==> config.mk <==
export PLATFORM = sky130hd
export DESIGN_NAME = host_fifo_arbiter_flat
export DESIGN_NICKNAME = d
export VERILOG_FILES = /design/src/rtl/host_fifo_arbiter_if.sv /design/src/rtl/host_fifo_arbiter.sv /design/src/flat_wrapper.sv
export SDC_FILE = /design/constraint.sdc
export NUM_CORES = 1
export LEC_CHECK = 0
export CAP_MARGIN = 5
export CORE_ASPECT_RATIO = 1.75
export CORE_UTILIZATION = 50
export DETAILED_ROUTE_END_ITERATION = 16
export GPL_TIMING_DRIVEN = 0
export PLACE_DENSITY_LB_ADDON = 0.25
export REMOVE_ABC_BUFFERS = 1
export SLEW_MARGIN = 20
export SYNTH_ARGS = -nofsm -noshare
export SYNTH_HDL_FRONTEND = slang
export SYNTH_SLANG_ARGS = --single-unit
==> constraint.sdc <==
create_clock -name CLK -period 10 [get_ports CLK]
set_input_delay 2.5 -clock CLK [delete_from_list [all_inputs] [get_ports CLK]]
set_output_delay 2.5 -clock CLK [all_outputs]
set_load 0.05 [all_outputs]
==> src/rtl/host_fifo_arbiter_if.sv <==
// rtl/host_fifo_arbiter_if.sv - client and host FIFO signal bundle for host_fifo_arbiter
//
// Ports (as seen from the arbiter through modport slave):
//   C0_/C1_WREN, C0_/C1_WRDATA  in   client write strobe and byte
//   C0_/C1_WRFULL               out  client write buffer nearly full
//   C0_/C1_RDEN                 in   client read strobe
//   C0_/C1_RDEMPTY              out  client read buffer empty
//   C0_/C1_RDDATA               out  client read byte, valid the cycle after RDEN
//   WREN, WRDATA                out  host write FIFO strobe and byte
//   WRFULL                      in   host write FIFO full
//   RDEN                        out  host read FIFO strobe
//   RDEMPTY, RDDATA             in   host read FIFO empty and byte
// The master modport is the mirror image, used by whatever drives the clients and host FIFO.
interface host_fifo_arbiter_if;
    logic       C0_WREN;
    logic       C1_WREN;
    logic [7:0] C0_WRDATA;
    logic [7:0] C1_WRDATA;
    logic       C0_WRFULL;
    logic       C1_WRFULL;
    logic       C0_RDEN;
    logic       C1_RDEN;
    logic       C0_RDEMPTY;
    logic       C1_RDEMPTY;
    logic [7:0] C0_RDDATA;
    logic [7:0] C1_RDDATA;
    logic       WREN;
    logic [7:0] WRDATA;
    logic       WRFULL;
    logic       RDEN;
    logic       RDEMPTY;
    logic [7:0] RDDATA;

    modport slave (
        input  C0_WREN, C1_WREN, C0_WRDATA, C1_WRDATA,
        output C0_WRFULL, C1_WRFULL,
        input  C0_RDEN, C1_RDEN,
        output C0_RDEMPTY, C1_RDEMPTY, C0_RDDATA, C1_RDDATA,
        output WREN, WRDATA,
        input  WRFULL,
        output RDEN,
        input  RDEMPTY, RDDATA
    );

    modport master (
        output C0_WREN, C1_WREN, C0_WRDATA, C1_WRDATA,
        input  C0_WRFULL, C1_WRFULL,
        output C0_RDEN, C1_RDEN,
        input  C0_RDEMPTY, C1_RDEMPTY, C0_RDDATA, C1_RDDATA,
        input  WREN, WRDATA,
        output WRFULL,
        input  RDEN,
        output RDEMPTY, RDDATA
    );
endinterface

==> src/rtl/host_fifo_arbiter.sv <==
// rtl/host_fifo_arbiter.sv - two-client packet arbiter/router in front of the host byte FIFO pair
//
// Ports:
//   CLK    in  clock
//   RESET  in  asynchronous active-high reset
//   bus    host_fifo_arbiter_if.slave: client write/read FIFO ports and host FIFO ports
// Write side: per-client byte buffers, round-robin packet-atomic merge into the host write
// FIFO with header bit 7 stamped by the source index.
// Read side: host packets are parsed, the header stripped and the payload routed to the
// client named by header bit 7.
module host_fifo_arbiter #(
    parameter int BUF_DEPTH = 8
) (
    input  logic              CLK,
    input  logic              RESET,
    host_fifo_arbiter_if.slave bus
);
    localparam int AW = $clog2(BUF_DEPTH);
    localparam int CW = AW + 1;
    localparam logic [CW-1:0] DEPTH_C = CW'(BUF_DEPTH);
    localparam logic [CW-1:0] NEAR_C  = CW'(BUF_DEPTH - 1);

    // Length code 7 is the only non-linear code: it means 8 bytes.
    function automatic logic [3:0] payload_len(input logic [2:0] code);
        payload_len = (code == 3'd7) ? 4'd8 : {1'b0, code};
    endfunction

    // ---------------- client write buffers ----------------
    logic [1:0]         cw_en;
    logic [1:0][7:0]    cw_data;
    logic [1:0]         wb_pop;
    logic [1:0][7:0]    wb_head;
    logic [1:0][CW-1:0] wb_cnt;

    assign cw_en   = {bus.C1_WREN, bus.C0_WREN};
    assign cw_data = {bus.C1_WRDATA, bus.C0_WRDATA};

    for (genvar g = 0; g < 2; g++) begin : g_wbuf
        logic [7:0]    mem [BUF_DEPTH];
        logic [AW-1:0] wp;
        logic [AW-1:0] rp;
        logic [CW-1:0] cnt;
        logic          push;

        // A write into a completely full buffer is dropped so queued bytes stay intact.
        assign push = cw_en[g] && (cnt != DEPTH_C);

        always_ff @(posedge CLK or posedge RESET) begin
            if (RESET) begin
                wp  <= '0;
                rp  <= '0;
                cnt <= '0;
            end else begin
                if (push)      wp <= wp + 1'b1;
                if (wb_pop[g]) rp <= rp + 1'b1;
                cnt <= cnt + CW'(push) - CW'(wb_pop[g]);
            end
        end

        always_ff @(posedge CLK) begin
            if (push) mem[wp] <= cw_data[g];
        end

        assign wb_head[g] = mem[rp];
        assign wb_cnt[g]  = cnt;
    end

    // One byte of margin: clients act on WRFULL a cycle late.
    assign bus.C0_WRFULL = (wb_cnt[0] >= NEAR_C);
    assign bus.C1_WRFULL = (wb_cnt[1] >= NEAR_C);

    // ---------------- write arbiter ----------------
    typedef enum logic {W_IDLE, W_XFER} wstate_t;

    wstate_t    w_state, w_state_nx;
    logic       w_gnt, w_gnt_nx;
    logic       w_prio, w_prio_nx;     // client that wins a tie
    logic [3:0] w_rem, w_rem_nx;       // bytes left in packet, header included
    logic       w_first, w_first_nx;   // next byte sent is the header
    logic       wr_en;
    logic [7:0] wr_data;

    always_ff @(posedge CLK or posedge RESET) begin
        if (RESET) begin
            w_state <= W_IDLE;
            w_gnt   <= 1'b0;
            w_prio  <= 1'b0;
            w_rem   <= 4'd0;
            w_first <= 1'b0;
        end else begin
            w_state <= w_state_nx;
            w_gnt   <= w_gnt_nx;
            w_prio  <= w_prio_nx;
            w_rem   <= w_rem_nx;
            w_first <= w_first_nx;
        end
    end

    always_comb begin
        w_state_nx = w_state;
        w_gnt_nx   = w_gnt;
        w_prio_nx  = w_prio;
        w_rem_nx   = w_rem;
        w_first_nx = w_first;
        wb_pop     = 2'b00;
        wr_en      = 1'b0;
        wr_data    = 8'h00;
        case (w_state)
            W_IDLE: begin
                if (wb_cnt[w_prio] != '0) begin
                    w_gnt_nx   = w_prio;
                    w_state_nx = W_XFER;
                end else if (wb_cnt[~w_prio] != '0) begin
                    w_gnt_nx   = ~w_prio;
                    w_state_nx = W_XFER;
                end
                if (w_state_nx == W_XFER) begin
                    w_rem_nx   = 4'd1 + payload_len(wb_head[w_gnt_nx][6:4]);
                    w_prio_nx  = ~w_gnt_nx;
                    w_first_nx = 1'b1;
                end
            end
            W_XFER: begin
                // Grant is held until the whole packet has gone, even if the buffer runs dry.
                if ((wb_cnt[w_gnt] != '0) && !bus.WRFULL) begin
                    wr_en          = 1'b1;
                    wr_data        = w_first ? {w_gnt, wb_head[w_gnt][6:0]} : wb_head[w_gnt];
                    wb_pop[w_gnt]  = 1'b1;
                    w_first_nx     = 1'b0;
                    w_rem_nx       = w_rem - 4'd1;
                    if (w_rem == 4'd1) w_state_nx = W_IDLE;
                end
            end
            default: w_state_nx = W_IDLE;
        endcase
    end

    assign bus.WREN   = wr_en;
    assign bus.WRDATA = wr_data;

    // ---------------- read router ----------------
    typedef enum logic {R_HDR, R_PAY} rstate_t;

    rstate_t            r_state, r_state_nx;
    logic               r_dest, r_dest_nx;
    logic [3:0]         r_rem, r_rem_nx;
    logic               inflight;        // host byte returns this cycle
    logic               rd_en;
    logic [1:0]         rb_push;
    logic [1:0][CW-1:0] rb_cnt;

    always_ff @(posedge CLK or posedge RESET) begin
        if (RESET) begin
            r_state  <= R_HDR;
            r_dest   <= 1'b0;
            r_rem    <= 4'd0;
            inflight <= 1'b0;
        end else begin
            r_state  <= r_state_nx;
            r_dest   <= r_dest_nx;
            r_rem    <= r_rem_nx;
            inflight <= rd_en;
        end
    end

    always_comb begin
        r_state_nx = r_state;
        r_dest_nx  = r_dest;
        r_rem_nx   = r_rem;
        rd_en      = 1'b0;
        rb_push    = 2'b00;
        case (r_state)
            R_HDR: begin
                rd_en = !bus.RDEMPTY && !inflight;
                if (inflight) begin
                    r_dest_nx = bus.RDDATA[7];
                    r_rem_nx  = payload_len(bus.RDDATA[6:4]);
                    if (r_rem_nx != 4'd0) r_state_nx = R_PAY;
                end
            end
            R_PAY: begin
                // Room is checked at issue; only one byte is ever outstanding.
                rd_en = !bus.RDEMPTY && !inflight && (rb_cnt[r_dest] != DEPTH_C);
                if (inflight) begin
                    rb_push[r_dest] = 1'b1;
                    r_rem_nx        = r_rem - 4'd1;
                    if (r_rem == 4'd1) r_state_nx = R_HDR;
                end
            end
            default: r_state_nx = R_HDR;
        endcase
    end

    // Held low while reset is asserted so the host FIFO is never strobed during reset.
    assign bus.RDEN = rd_en && !RESET;

    // ---------------- client read buffers ----------------
    logic [1:0]      cr_en;
    logic [1:0]      rb_empty;
    logic [1:0][7:0] rb_data;

    assign cr_en = {bus.C1_RDEN, bus.C0_RDEN};

    for (genvar g = 0; g < 2; g++) begin : g_rbuf
        logic [7:0]    mem [BUF_DEPTH];
        logic [AW-1:0] wp;
        logic [AW-1:0] rp;
        logic [CW-1:0] cnt;
        logic [CW-1:0] cnt_nx;
        logic          pop;
        logic          empty;
        logic [7:0]    data;

        assign pop    = cr_en[g] && (cnt != '0);
        assign cnt_nx = cnt + CW'(rb_push[g]) - CW'(pop);

        always_ff @(posedge CLK or posedge RESET) begin
            if (RESET) begin
                wp    <= '0;
                rp    <= '0;
                cnt   <= '0;
                empty <= 1'b1;
                data  <= 8'h00;
            end else begin
                if (rb_push[g]) wp <= wp + 1'b1;
                if (pop) begin
                    rp   <= rp + 1'b1;
                    data <= mem[rp];
                end
                cnt   <= cnt_nx;
                empty <= (cnt_nx == '0);
            end
        end

        always_ff @(posedge CLK) begin
            if (rb_push[g]) mem[wp] <= bus.RDDATA;
        end

        assign rb_cnt[g]   = cnt;
        assign rb_empty[g] = empty;
        assign rb_data[g]  = data;
    end

    assign bus.C0_RDEMPTY = rb_empty[0];
    assign bus.C1_RDEMPTY = rb_empty[1];
    assign bus.C0_RDDATA  = rb_data[0];
    assign bus.C1_RDDATA  = rb_data[1];
endmodule

==> src/flat_wrapper.sv <==
// flat-port wrapper written by rule: the top's interface ports become plain ports
module host_fifo_arbiter_flat 
#(
    parameter int BUF_DEPTH = 8
)
  (CLK, RESET, bus_C0_WREN, bus_C1_WREN, bus_C0_WRDATA, bus_C1_WRDATA, bus_C0_WRFULL, bus_C1_WRFULL, bus_C0_RDEN, bus_C1_RDEN, bus_C0_RDEMPTY, bus_C1_RDEMPTY, bus_C0_RDDATA, bus_C1_RDDATA, bus_WREN, bus_WRDATA, bus_WRFULL, bus_RDEN, bus_RDEMPTY, bus_RDDATA);
  host_fifo_arbiter_if bus_i ();
  input  logic CLK;
  input  logic RESET;
  input wire logic [$bits(bus_i.C0_WREN)-1:0] bus_C0_WREN;
  input wire logic [$bits(bus_i.C1_WREN)-1:0] bus_C1_WREN;
  input wire logic [$bits(bus_i.C0_WRDATA)-1:0] bus_C0_WRDATA;
  input wire logic [$bits(bus_i.C1_WRDATA)-1:0] bus_C1_WRDATA;
  output wire logic [$bits(bus_i.C0_WRFULL)-1:0] bus_C0_WRFULL;
  output wire logic [$bits(bus_i.C1_WRFULL)-1:0] bus_C1_WRFULL;
  input wire logic [$bits(bus_i.C0_RDEN)-1:0] bus_C0_RDEN;
  input wire logic [$bits(bus_i.C1_RDEN)-1:0] bus_C1_RDEN;
  output wire logic [$bits(bus_i.C0_RDEMPTY)-1:0] bus_C0_RDEMPTY;
  output wire logic [$bits(bus_i.C1_RDEMPTY)-1:0] bus_C1_RDEMPTY;
  output wire logic [$bits(bus_i.C0_RDDATA)-1:0] bus_C0_RDDATA;
  output wire logic [$bits(bus_i.C1_RDDATA)-1:0] bus_C1_RDDATA;
  output wire logic [$bits(bus_i.WREN)-1:0] bus_WREN;
  output wire logic [$bits(bus_i.WRDATA)-1:0] bus_WRDATA;
  input wire logic [$bits(bus_i.WRFULL)-1:0] bus_WRFULL;
  output wire logic [$bits(bus_i.RDEN)-1:0] bus_RDEN;
  input wire logic [$bits(bus_i.RDEMPTY)-1:0] bus_RDEMPTY;
  input wire logic [$bits(bus_i.RDDATA)-1:0] bus_RDDATA;
  assign bus_i.C0_WREN = bus_C0_WREN;
  assign bus_i.C1_WREN = bus_C1_WREN;
  assign bus_i.C0_WRDATA = bus_C0_WRDATA;
  assign bus_i.C1_WRDATA = bus_C1_WRDATA;
  assign bus_C0_WRFULL = bus_i.C0_WRFULL;
  assign bus_C1_WRFULL = bus_i.C1_WRFULL;
  assign bus_i.C0_RDEN = bus_C0_RDEN;
  assign bus_i.C1_RDEN = bus_C1_RDEN;
  assign bus_C0_RDEMPTY = bus_i.C0_RDEMPTY;
  assign bus_C1_RDEMPTY = bus_i.C1_RDEMPTY;
  assign bus_C0_RDDATA = bus_i.C0_RDDATA;
  assign bus_C1_RDDATA = bus_i.C1_RDDATA;
  assign bus_WREN = bus_i.WREN;
  assign bus_WRDATA = bus_i.WRDATA;
  assign bus_i.WRFULL = bus_WRFULL;
  assign bus_RDEN = bus_i.RDEN;
  assign bus_i.RDEMPTY = bus_RDEMPTY;
  assign bus_i.RDDATA = bus_RDDATA;
  host_fifo_arbiter #(.BUF_DEPTH(BUF_DEPTH)) u_core (.CLK(CLK), .RESET(RESET), .bus(bus_i));
endmodule
======== Yosys cells after proc, flatten, opt, wreduce, memory -nomap -nowiden ========
Memories as Yosys holds them, arrays and structs flattened. A register that Yosys moved wholly into a read port is not among the register bits.
Cells that the tools add are included.
operators by class
  add/sub/neg operators ................... 19
  $mul .................................... 0
  divide/modulo/power cells ............... 0
  $lt $le $gt $ge ......................... 9
  equality and inequality tests ........... 11
  shift operators ......................... 0
  multiplexer cells ....................... 59
  bitwise operators ....................... 4
  reduce and logical (&&, ||, !) cells .... 26
operators with widths
  cell                                                                                  count
  4-bit 2-to-1 mux                                                                      14
  8-bit 2-to-1 mux                                                                      5
  1-bit 2-to-1 mux                                                                      26
  3-bit by 1-bit adder with 3-bit output (second input constant)                        8
  4-bit nonzero test                                                                    6
  4-bit by 1-bit adder with 4-bit output                                                4
  4-bit case mux with 2 select lines                                                    2
  4-bit by 1-bit subtractor with 4-bit output                                           4
  7-bit 2-to-1 mux                                                                      2
  4-bit != test (second input constant)                                                 3
  1-bit logical AND                                                                     10
  1-bit by 2-bit < comparator with 1-bit output (second input constant)                 5
  4-bit by 1-bit == test with 1-bit output (second input constant)                      2
  4-bit by 3-bit greater-or-equal comparator with 1-bit output (second input constant)  2
  4-bit zero test                                                                       2
  2-bit 2-to-1 mux                                                                      4
  1-bit case mux with 2 select lines                                                    4
  2-bit AND reduction                                                                   4
  4-bit by 1-bit subtractor with 4-bit output (second input constant)                   2
  3-bit == test (second input constant)                                                 2
  1-bit by 4-bit adder with 4-bit output (first input constant)                         1
  1-bit zero test                                                                       4
  2-bit by 1-bit != test with 1-bit output (second input constant)                      2
  2-bit != test (second input constant)                                                 2
  other kinds (3)                                                                       8
word-level totals
  bits in registers ....................... 57
  latch bits .............................. 0
  RAM bits ................................ 256
  bits in read-only memories .............. 0
  input bits .............................. 32
  memories ................................ 4
memory list
  name                  words  width  read ports  clocked after Yosys merged registers in  write ports  RTL line                  source
  u_core.g_rbuf[0].mem  8      8      1           1                                        1            host_fifo_arbiter.sv:205  logic [7:0] mem [BUF_DEPTH];
  u_core.g_rbuf[1].mem  8      8      1           1                                        1            host_fifo_arbiter.sv:205
  u_core.g_wbuf[0].mem  8      8      1           0                                        1            host_fifo_arbiter.sv:39   logic [7:0] mem [BUF_DEPTH];
  u_core.g_wbuf[1].mem  8      8      1           0                                        1            host_fifo_arbiter.sv:39

======== Logic depth before layout (Yosys ltp) ========
Gate-level depths: netlist of run 1.
  depth after elaboration ................. 14
  depth in mapped cells ................... 12
  mapped depth without buffers ............ 12

======== Worst setup path before layout of run 1 ========
Ideal clock, no wire load.
  path kind ............................... in2out
  from .................................... input port RESET
  to ...................................... output port bus_RDEN
  arrival ................................. 4.628 ns
  data required time ...................... 7.500 ns
  slack ................................... 2.872 ns
  stages .................................. 2
  buffers on the path ..................... 0
  path through ............................ inv_1 > and2_1
between the ends
  word-level cells in the longest chain between the ends .. 2
RTL lines
  item                              RTL line                  source
  from (decl)                       flat_wrapper.sv:9         input logic RESET;
  1-bit zero test (no source line)  -
  1-bit logical AND                 host_fifo_arbiter.sv:195  assign bus.RDEN = rd_en && !RESET;
  to (decl)                         flat_wrapper.sv:25        output wire logic [$bits(bus_i.RDEN)-1:0] bus_RDEN;
Every way passes these cells.

======== Worst setup path after layout of run 1 ========
  from .................................... input port bus_WRFULL
  to ...................................... output port bus_WRDATA[6]
between the ends
  word-level cells in the longest chain between the ends .. 4
RTL lines
  item               RTL line                  source
  from (decl)        flat_wrapper.sv:24        input wire logic [$bits(bus_i.WRFULL)-1:0] bus_WRFULL;
  1-bit zero test    host_fifo_arbiter.sv:125  if ((wb_cnt[w_gnt] != '0) && !bus.WRFULL) begin
  1-bit logical AND  host_fifo_arbiter.sv:125
  8-bit 2-to-1 mux   host_fifo_arbiter.sv:125
  8-bit 2-to-1 mux   host_fifo_arbiter.sv:108  case (w_state)
  to (decl)          flat_wrapper.sv:23        output wire logic [$bits(bus_i.WRDATA)-1:0] bus_WRDATA;
Every way passes these cells.

==> results list, run 1 <==
- Once detailed placement completed, the half-perimeter wirelength came to around 18 mm.
- In the synthesized netlist the async set-or-reset flop fraction comes to 22.2%.
- STA puts the critical path data required time at 7.50 ns.
* Worst vdd rail ir drop: 0.000233 V
- Hold bufs inserted after CTS: 0
* Clock Skews: between 0.01 and 0.015 ns
* Final-report max-slew violation count: 0
- The largest single stage delay on the critical path is 0.85 ns.
* Crit path max-delay cell type: clkdlybuf4s50_1
- Category of cells accounting for the largest share of critical-path delay: buffers and inverters
* Number of synthesized flops with an enable pin: between 200 and 300
- The run finished with clean final reports.
- Wires add up to between 20 and 30 mm.
- CP Launch Type: input port
- After the last flow step, the layout net total stands at 916.
- Final critical path time including I/O delays and setup: 7.04 ns
* Hold Crit Class: flip-flop to flip-flop
- The mapped netlist covers roughly 14000 um^2.
- Pwr Density: just over 300 nW/um^2
- Ant. Diodes: 0
- Height of the die: approximately 220 um
- The later pin in the worst-skew pair is clocked with a latency of approximately 0.56 ns.
- By startpoint and endpoint, the worst setup path is classified as input port to output pin.
* Number of warnings issued by yosys: 0
- Detailed-route wire length per cell: between 20 and 25 um
- Maximum Capacitance Violations: 0
- Critical path fanouts, max: 11
- Maximum number of buffers from clock root to sink: 3
- Number of global-route vias before repair: ~7400
* Relative max-transition margin: 34.7%
- # DRC: 0
- Fin Setup TNS: 0 ns
* Highest clock rate: roughly 140 MHz
- The first global-routing pass estimated approximately 40 mm of wire.
- Overall die width: roughly 130 um
- Layout cell share with drive strength beyond 1: 17.3%
- For this block, the via count after detailed routing is approximately 6800.
- Summing all multi-input logic gate instances after layout gives 3800 um^2.
* Number of distinct library cells after synthesis: between 50 and 60
- Once layout is complete, the utilization of the core stands at between 50% and 60%.
* RSZ-0062 raised after global routing: false
- After the first detailed-routing iteration, the DRC count stood at 402.
- Dividing the final minimum period by the clock period gives 70.4%.
- For this run, the detailed router's first-pass iteration total came to 4.
- Summed over all layers, the global routing overflow is 0.
- Counting both buffers and inverters, the worst setup path holds a total of 2.
- Each instance of the synthesized netlist takes up on average roughly 17 um^2.
- Vias per inst: around 5.7
* Number of buffers inserted by port buffering: a little over 60
- STA classifies the critical path endpoint as an output pin.
- Root Buffer: clkbuf_16
- Number of buffers created by CTS: 29
* Max H-tree Level: 1
* Clock transition time at the flip-flop clock pins of the worst setup and hold paths: 0.06 ns
* Synthesis-to-finish area growth: 13.6%
- The total area inside the core boundary comes to between 20000 and 30000 um^2.
- Share of the yosys chip area belonging to registers: around 70%
* Post-synthesis register bit count: between 300 and 400
- The count of nets left with antenna violations once routing finished came out at 0.
- All-Layer GR Usage: a little under a fifth
- Count of standard-cell rows: 79
- CTS tree: yes
- For this run, the leading register cell type out of synthesis is edfxtp_1.
- The congestion estimate from routability-driven global placement came to 0.769.
- IO Count: just over 60
- CP most frequent cell: clkdlybuf4s50_1
- Number of gates resized after cts: 0
* CP Data Arrival Time: ~4.5 ns
* CTS sink count: ~330
- At the pin with the least slew margin, the transition time is between 0.9 and 1 ns.
- Setup violations remaining at the end of the flow were counted as 0.
* Worst path cell trace: clkdlybuf4s50_1 -> or3b_4 -> a211oi_1 -> clkdlybuf4s50_1
- Total leakage power: between 5 and 6 nW
- The initial antenna violation count was 0.
- The cell count after synthesis came out at between 700 and 800.
- The die covers between 20000 and 30000 um^2.
- The number of hold violations in the final report is 0.
* Post-CTS Setup Bufs: 0
- Initial core utilization: 50.9%
- Registers take 9520 um^2.
- Final-layout fill cell count: 2021
- Largest net degree at the start of global routing: 55
-- through the flow --
step	hold WS, ns	power [mW]	std cells	setup slack, ns	area, um^2
4_1_cts	0.497	4.76	1193	2.94	15400
5_1_grt	0.524	4.96	1193	2.87	15400
2_1_floorplan	0.457	3.14	752	2.87	13400
3_3_place_gp	0.471	3.55	1137	1.22	14400
6_report	0.489	4.69	1193	2.96	15400
3_5_place_dp	0.482	3.67	1139	2.95	14500
-- synthesized netlist by cell type (3+ instances only) --
| cell type | number | area, um^2 |
|---|---|---|
| a211oi_1 | 12 | 90.1 |
| a21o_1 | 4 | 30.0 |
| a21oi_1 | 19 | 95.1 |
| a31oi_1 | 6 | 37.5 |
| buf_2 | 9 | 45.0 |
| clkbuf_1 | 14 | 52.6 |
| dfrtp_1 | 71 | 1780 |
| edfxtp_1 | 256 | 7690 |
| fa_1 | 4 | 80.1 |
| ha_1 | 34 | 425 |
| inv_1 | 39 | 146 |
| mux2_2 | 11 | 124 |
| mux2i_1 | 29 | 290 |
| mux4_2 | 64 | 1440 |
| nand2_1 | 50 | 188 |
| nand2b_1 | 15 | 93.8 |
| nand3_1 | 5 | 25.0 |
| nor2_1 | 35 | 131 |
| nor2b_1 | 7 | 43.8 |
| nor3_1 | 11 | 55.1 |
| nor4_1 | 3 | 18.8 |
| o21ai_0 | 20 | 100 |
| or3_1 | 3 | 18.8 |
| xnor2_1 | 17 | 149 |
| xor2_1 | 7 | 61.3 |
-- tightest hold or removal path, stage by stage (launching register included) --
cell,delay (ns)
dfrtp_1,0.35
nand2_1,0.05
o21ai_0,0.06
-- placed cells by master, fill, tap and decap left out, types with 2 or more instances in the layout --
master and instances:
a211oi_1 12, a21boi_0 2, a21o_1 4, a21oi_1 19
a31oi_1 6, bufinv_16 2, clkbuf_1 5, clkbuf_16 29
clkdlybuf4s50_1 61, clkinv_1 4, clkinv_2 7, clkinv_4 2
clkinvlp_4 2, dfrtp_1 67, dfrtp_2 4, dfstp_2 2
edfxtp_1 256, fa_1 4, ha_1 34, inv_1 38
inv_6 3, mux2_2 11, mux2i_1 29, mux4_2 64
nand2_1 50, nand2b_1 15, nand3_1 5, nand4_1 2
nor2_1 35, nor2b_1 7, nor3_1 3, nor3_2 8
nor4_1 3, o21ai_0 20, o21ai_1 2, or3_1 3
xnor2_1 17, xor2_1 7
-- report_power, final --
part           internal (mW)  switching, mW
Combinational          0.722          0.790
Sequential              1.75          0.351
Clock                  0.595          0.484
Total                   3.07           1.62
-- state kept, by name, summed over array words and instances, names as in the netlist, 8 cells and up --
register and flops:
u_core.g_wbuf.cnt 8, u_core.g_wbuf.mem 128, u_core.g_rbuf.cnt 8, u_core.bus.C1_RDDATA 8, u_core.g_rbuf.mem 128, u_core.bus.C0_RDDATA 8
-- routing by layer --
layer / global-route usage, % / wire, um
met4: 8.07 / 854
met2: 38.2 / 14700
met3: 2.18 / 749
met5: 0 / 0
met1: 19.7 / 8820
-- final timing paths --
| path | startpoint | end | slack [ns] | cells after the start |
|---|---|---|---|---|
| max | bus_WRFULL | bus_WRDATA[6] | 2.96 | 4 |
| min | u_core.bus.C1_RDDATA[1] | u_core.bus.C1_RDDATA[1] | 0.49 | 2 |
| max reg2reg | u_core.w_gnt | u_core.g_wbuf[0].cnt[1] | 6.96 | 9 |
| min reg2reg | u_core.bus.C1_RDDATA[1] | u_core.bus.C1_RDDATA[1] | 0.49 | 2 |
| max in group asynchronous | RESET | u_core.g_rbuf[0].rp[0] | 7.16 | 3 |
| min in group asynchronous | RESET | u_core.g_rbuf[1].cnt[2] | 2.26 | 2 |
-- final cells by class --
cell class | instances | area share [%]
well taps | 324 | 2.62
inverters | 40 | 1.02
clock buffers | 35 | 4.91
repair buffers | 63 | 4.18
flip-flops and latches | 329 | 61.6
clock inverters | 19 | 1.04
multi-input cells | 383 | 24.6
-- logic make-up after synthesis --
group | count (synthesis) | synth area share [%]
flip-flops | 329 | 70.0
AND/OR/NAND/NOR | 141 | 5.07
buffers and inverters | 70 | 2.34
multiplexers | 106 | 13.9
XOR/XNOR | 24 | 1.55
adder cells (fa/ha/maj) | 38 | 3.72
AO/OA/AOI/OAI | 74 | 3.46
No activity file was read; power rests on OpenSTA's default activity.
==> run 2: changes to the inputs <==
==> constraint.sdc (replaced) <==
create_clock -name CLK -period 5.7 [get_ports CLK]
set_input_delay 1.425 -clock CLK [delete_from_list [all_inputs] [get_ports CLK]]
set_output_delay 1.425 -clock CLK [all_outputs]
set_load 0.05 [all_outputs]
==> results of run 2 <==
The final DEF is identical to that of run 1. Status: complete, no violations.
Among the figures that moved: setup slack after placement 2.95 ns -> 0.800 ns; setup slack after layout 2.96 ns -> 0.808 ns; register-to-register setup slack 6.96 ns -> 2.66 ns; total power 4.69 mW -> 8.23 mW; worst IR drop on VDD 0.000233 V -> 0.000409 V
==> run 3: changes to the inputs <==
--- a/config.mk
+++ b/config.mk
@@ -7,6 +7,7 @@
 export LEC_CHECK = 0
 export CAP_MARGIN = 5
 export CORE_ASPECT_RATIO = 1.75
+export CORE_MARGIN = 2
 export CORE_UTILIZATION = 50
 export DETAILED_ROUTE_END_ITERATION = 16
 export GPL_TIMING_DRIVEN = 0
==> run 3 against run 2 <==
Global-route usage down 0.60 points. First-iteration DRC count up 9.5%. Sequential power about the same. Wire length up 1.6%. Worst hold slack worse by 0.0053 ns. Total power about the same. Register-to-register slack worse by 0.04 ns. Largest power group unchanged.
==> results list, run 3 (synthesis gave the netlist of run 1 again) <==
* Run status: complete, no violations (unchanged)
* Vias per inst: 5.66 (about the same)
- The hold path startpoint was u_core.bus.C1_RDDATA[3] (was u_core.bus.C1_RDDATA[1]).
- CP Data Arrival Time: 3.54 ns (was 3.47 ns)
* Largest registers: u_core.g_rbuf.mem x128, u_core.g_wbuf.mem x128 (unchanged)
* Highest-count cells in the layout ignoring fill and taps: edfxtp_1, dfrtp_1, mux4_2 (unchanged)
- The number of diodes added for antenna fixing is 0 (unchanged).
- Worst path required time: 4.28 ns (about the same)
- CTS sink count: 329 (unchanged)
* Synthesis-to-finish area growth: 13.9% (was 13.6%)
- The total power consumption of the routed design came to 8.23 mW (about the same).
- Worst setup path startpoint: bus_WRFULL (unchanged)
- Final net count: 919 (was 916)
* Worst vdd rail ir drop: 0.000378 V (was 0.000409 V)
- Height of the die: 222 um (was 220 um)
- The minimum period implied by the final worst setup slack came to 4.97 ns (was 4.89 ns).
- The number of CTS-inserted buffers was 29 (unchanged).
* Final-layout fill cell count: 2006 (was 2021)
- The DRC marker count from the first detailed-route iteration was 440 (was 402).
- Cells on worst reg2reg path: 9 (unchanged)
- Number of routed nets with antenna violations: 0 (unchanged)
* Area of the die: 28600 um^2 (was 27900 um^2)
- The actual slew at the worst max-slew pin came to 1.03 ns (was 0.976 ns).
* Highest clock rate: 201 MHz (was 204 MHz)
* Count of standard-cell rows: 79 (unchanged)
- Root Buffer: clkbuf_16 (unchanged)
- Fin Setup TNS: 0 ns (unchanged)
- Pwr Density: 532 nW/um^2 (was 533 nW/um^2)
- The clock tree from TritonCTS was yes (unchanged).
- The horizontal die dimension came to 129 um (was 127 um).
- The total overflow reported by the global router is 0 (unchanged).
- Clock Skews: 0.0130 ns (was 0.0104 ns)
- Worst hold path depth: 2 (unchanged)
- RePlAce Congestion: 0.779 (was 0.769)
* Initial antenna violation count: 0 (unchanged)
- Area of the core: 26700 um^2 (unchanged)
* Post-route worst setup slack: 0.734 ns (was 0.808 ns)
- The placed cell count came to 1142 (was 1139).
- Largest net degree at the start of global routing: 55 (unchanged)
- Total number of vias: 6773 (was 6757)
* Number of gates resized after cts: 0 (unchanged)
* Total setup violations reported at the end of the flow: 0 (unchanged)
- The number of hold violations in the final report is 0 (unchanged).
* Number of buffers inserted by port buffering: 61 (unchanged)
- Maximum number of buffers from clock root to sink: 3 (unchanged)
- The post-placement setup slack was 0.721 ns (was 0.800 ns).
- Post-CTS Setup Bufs: 0 (unchanged)
* Number of global-route vias before repair: 7430 (was 7424)
* Detailed-route wire length per cell: 21.3 um (was 21.0 um)
* Clock transition time at the flip-flop clock pins of the worst setup and hold paths: 0.06 ns (about the same)
* Relative max-transition margin: 31.1% (was 34.7%)
- The leading cell type in the layout, fill and taps excluded is edfxtp_1 (unchanged).
- RSZ-0062 raised after global routing: false (unchanged).
- The sort of element at the start of the critical path is an input port (unchanged).
- Insertion delay to the later sink of the worst-skew pair: 0.56 ns (about the same)
* # DRC: 0 (unchanged)
- IO Count: 62 (unchanged)
* Max H-tree Level: 1 (unchanged)
* DP HPWL: 17.7 mm (was 17.6 mm)
* Worst flop-to-flop path startpoint: u_core.w_gnt (unchanged)
- Hold bufs inserted after CTS: 0 (unchanged)
- Final cell count without fillers: 1196 (was 1193)
- Global-route wire length before repair: 40.1 mm (was 40.0 mm)
- The global routing usage summed across all routing layers came to 18.5% (was 19.1%).
- The total wirelength of the detailed-routed design was 25.5 mm (was 25.1 mm).
- The number of max-slew violations in the final report is 0 (unchanged).
- Total leakage power: 5.50 nW (was 5.48 nW)
- Maximum Capacitance Violations: 0 (unchanged)
- Layout cell share with drive strength beyond 1: 17.1% (was 17.3%)
- Initial core utilization: 50.9% (unchanged)
* Setup crit end kind: output pin (unchanged)
* Drt first pass iters: 5 (was 4)
- The type of the worst setup path was input port to output pin (unchanged).
- Hold Crit Class: flip-flop to flip-flop (unchanged)
- The share of the cycle needed by the critical path after routing came to 87.1% (was 85.8%).
- Critical path fanouts, max: 11 (unchanged)
run 3: cell types whose count changed in the layout (fill, tap and decap cells not counted):
cell / change
clkinv_1: +1
clkinv_2: -2
inv_16: +1
clkinvlp_4: -1
buf_4: +3
clkinv_4: -1
inv_6: -1
clkbuf_1: +2
dfrtp_2: -1
dfrtp_1: +1
clkbuf_8: +1
run 3: worst paths after layout:
path	endpoint	slack [ns]
max in group asynchronous	u_core.g_rbuf[0].rp[0]	3.92
worst min register to register	u_core.bus.C1_RDDATA[3]	0.48
worst min-delay path	u_core.bus.C1_RDDATA[3]	0.48
worst max-delay path	bus_WRDATA[1]	0.73
min in group asynchronous	u_core.g_rbuf[1].cnt[0]	1.18
worst max register to register	u_core.g_wbuf[0].cnt[1]	2.62
run 3: critical path, stage by stage:
cell             delay [ns]
clkdlybuf4s50_1        0.46
or3b_4                 0.50
a211oi_1               0.28
clkdlybuf4s50_1        0.87
run 3: final cells by class:
cell class	instances	area [um^2]	area share, %
clock inverter	16	149	0.962
tap	324	405	2.62
sequential	329	9520	61.5
multi-input combinational	383	3800	24.5
clock buffer	38	779	5.04
inverter	40	158	1.02
timing repair buffer	66	668	4.32
run 3: per-layer routing:
metal	GRT usage, %	share of wire (%)	vias to the layer above
li1	-	-	3126
met1	20.2	35	3495
met2	36.3	59	116
met3	2.22	3.1	36
met4	5.50	2.2	0
met5	0	0	-
run 3: through the flow:
stage | cell area [um^2] | hold WS, ns | util, %
2_1_floorplan | 13400 | 0.457 | -
3_3_place_gp | 14400 | 0.471 | 54.1
3_5_place_dp | 14500 | 0.477 | 54.5
4_1_cts | 15500 | 0.494 | 58.0
5_1_grt | 15500 | 0.517 | 58.0
6_report | 15500 | 0.484 | 58.0
run 3: where the power goes:
part | internal [mW] | leakage, nW | total (mW) | switching (mW)
logic | 1.27 | 1.88 | 2.64 | 1.38
registers | 3.07 | 3.17 | 3.69 | 0.615
clock network | 1.06 | 0.454 | 1.90 | 0.841
total | 5.40 | 5.50 | 8.23 | 2.83
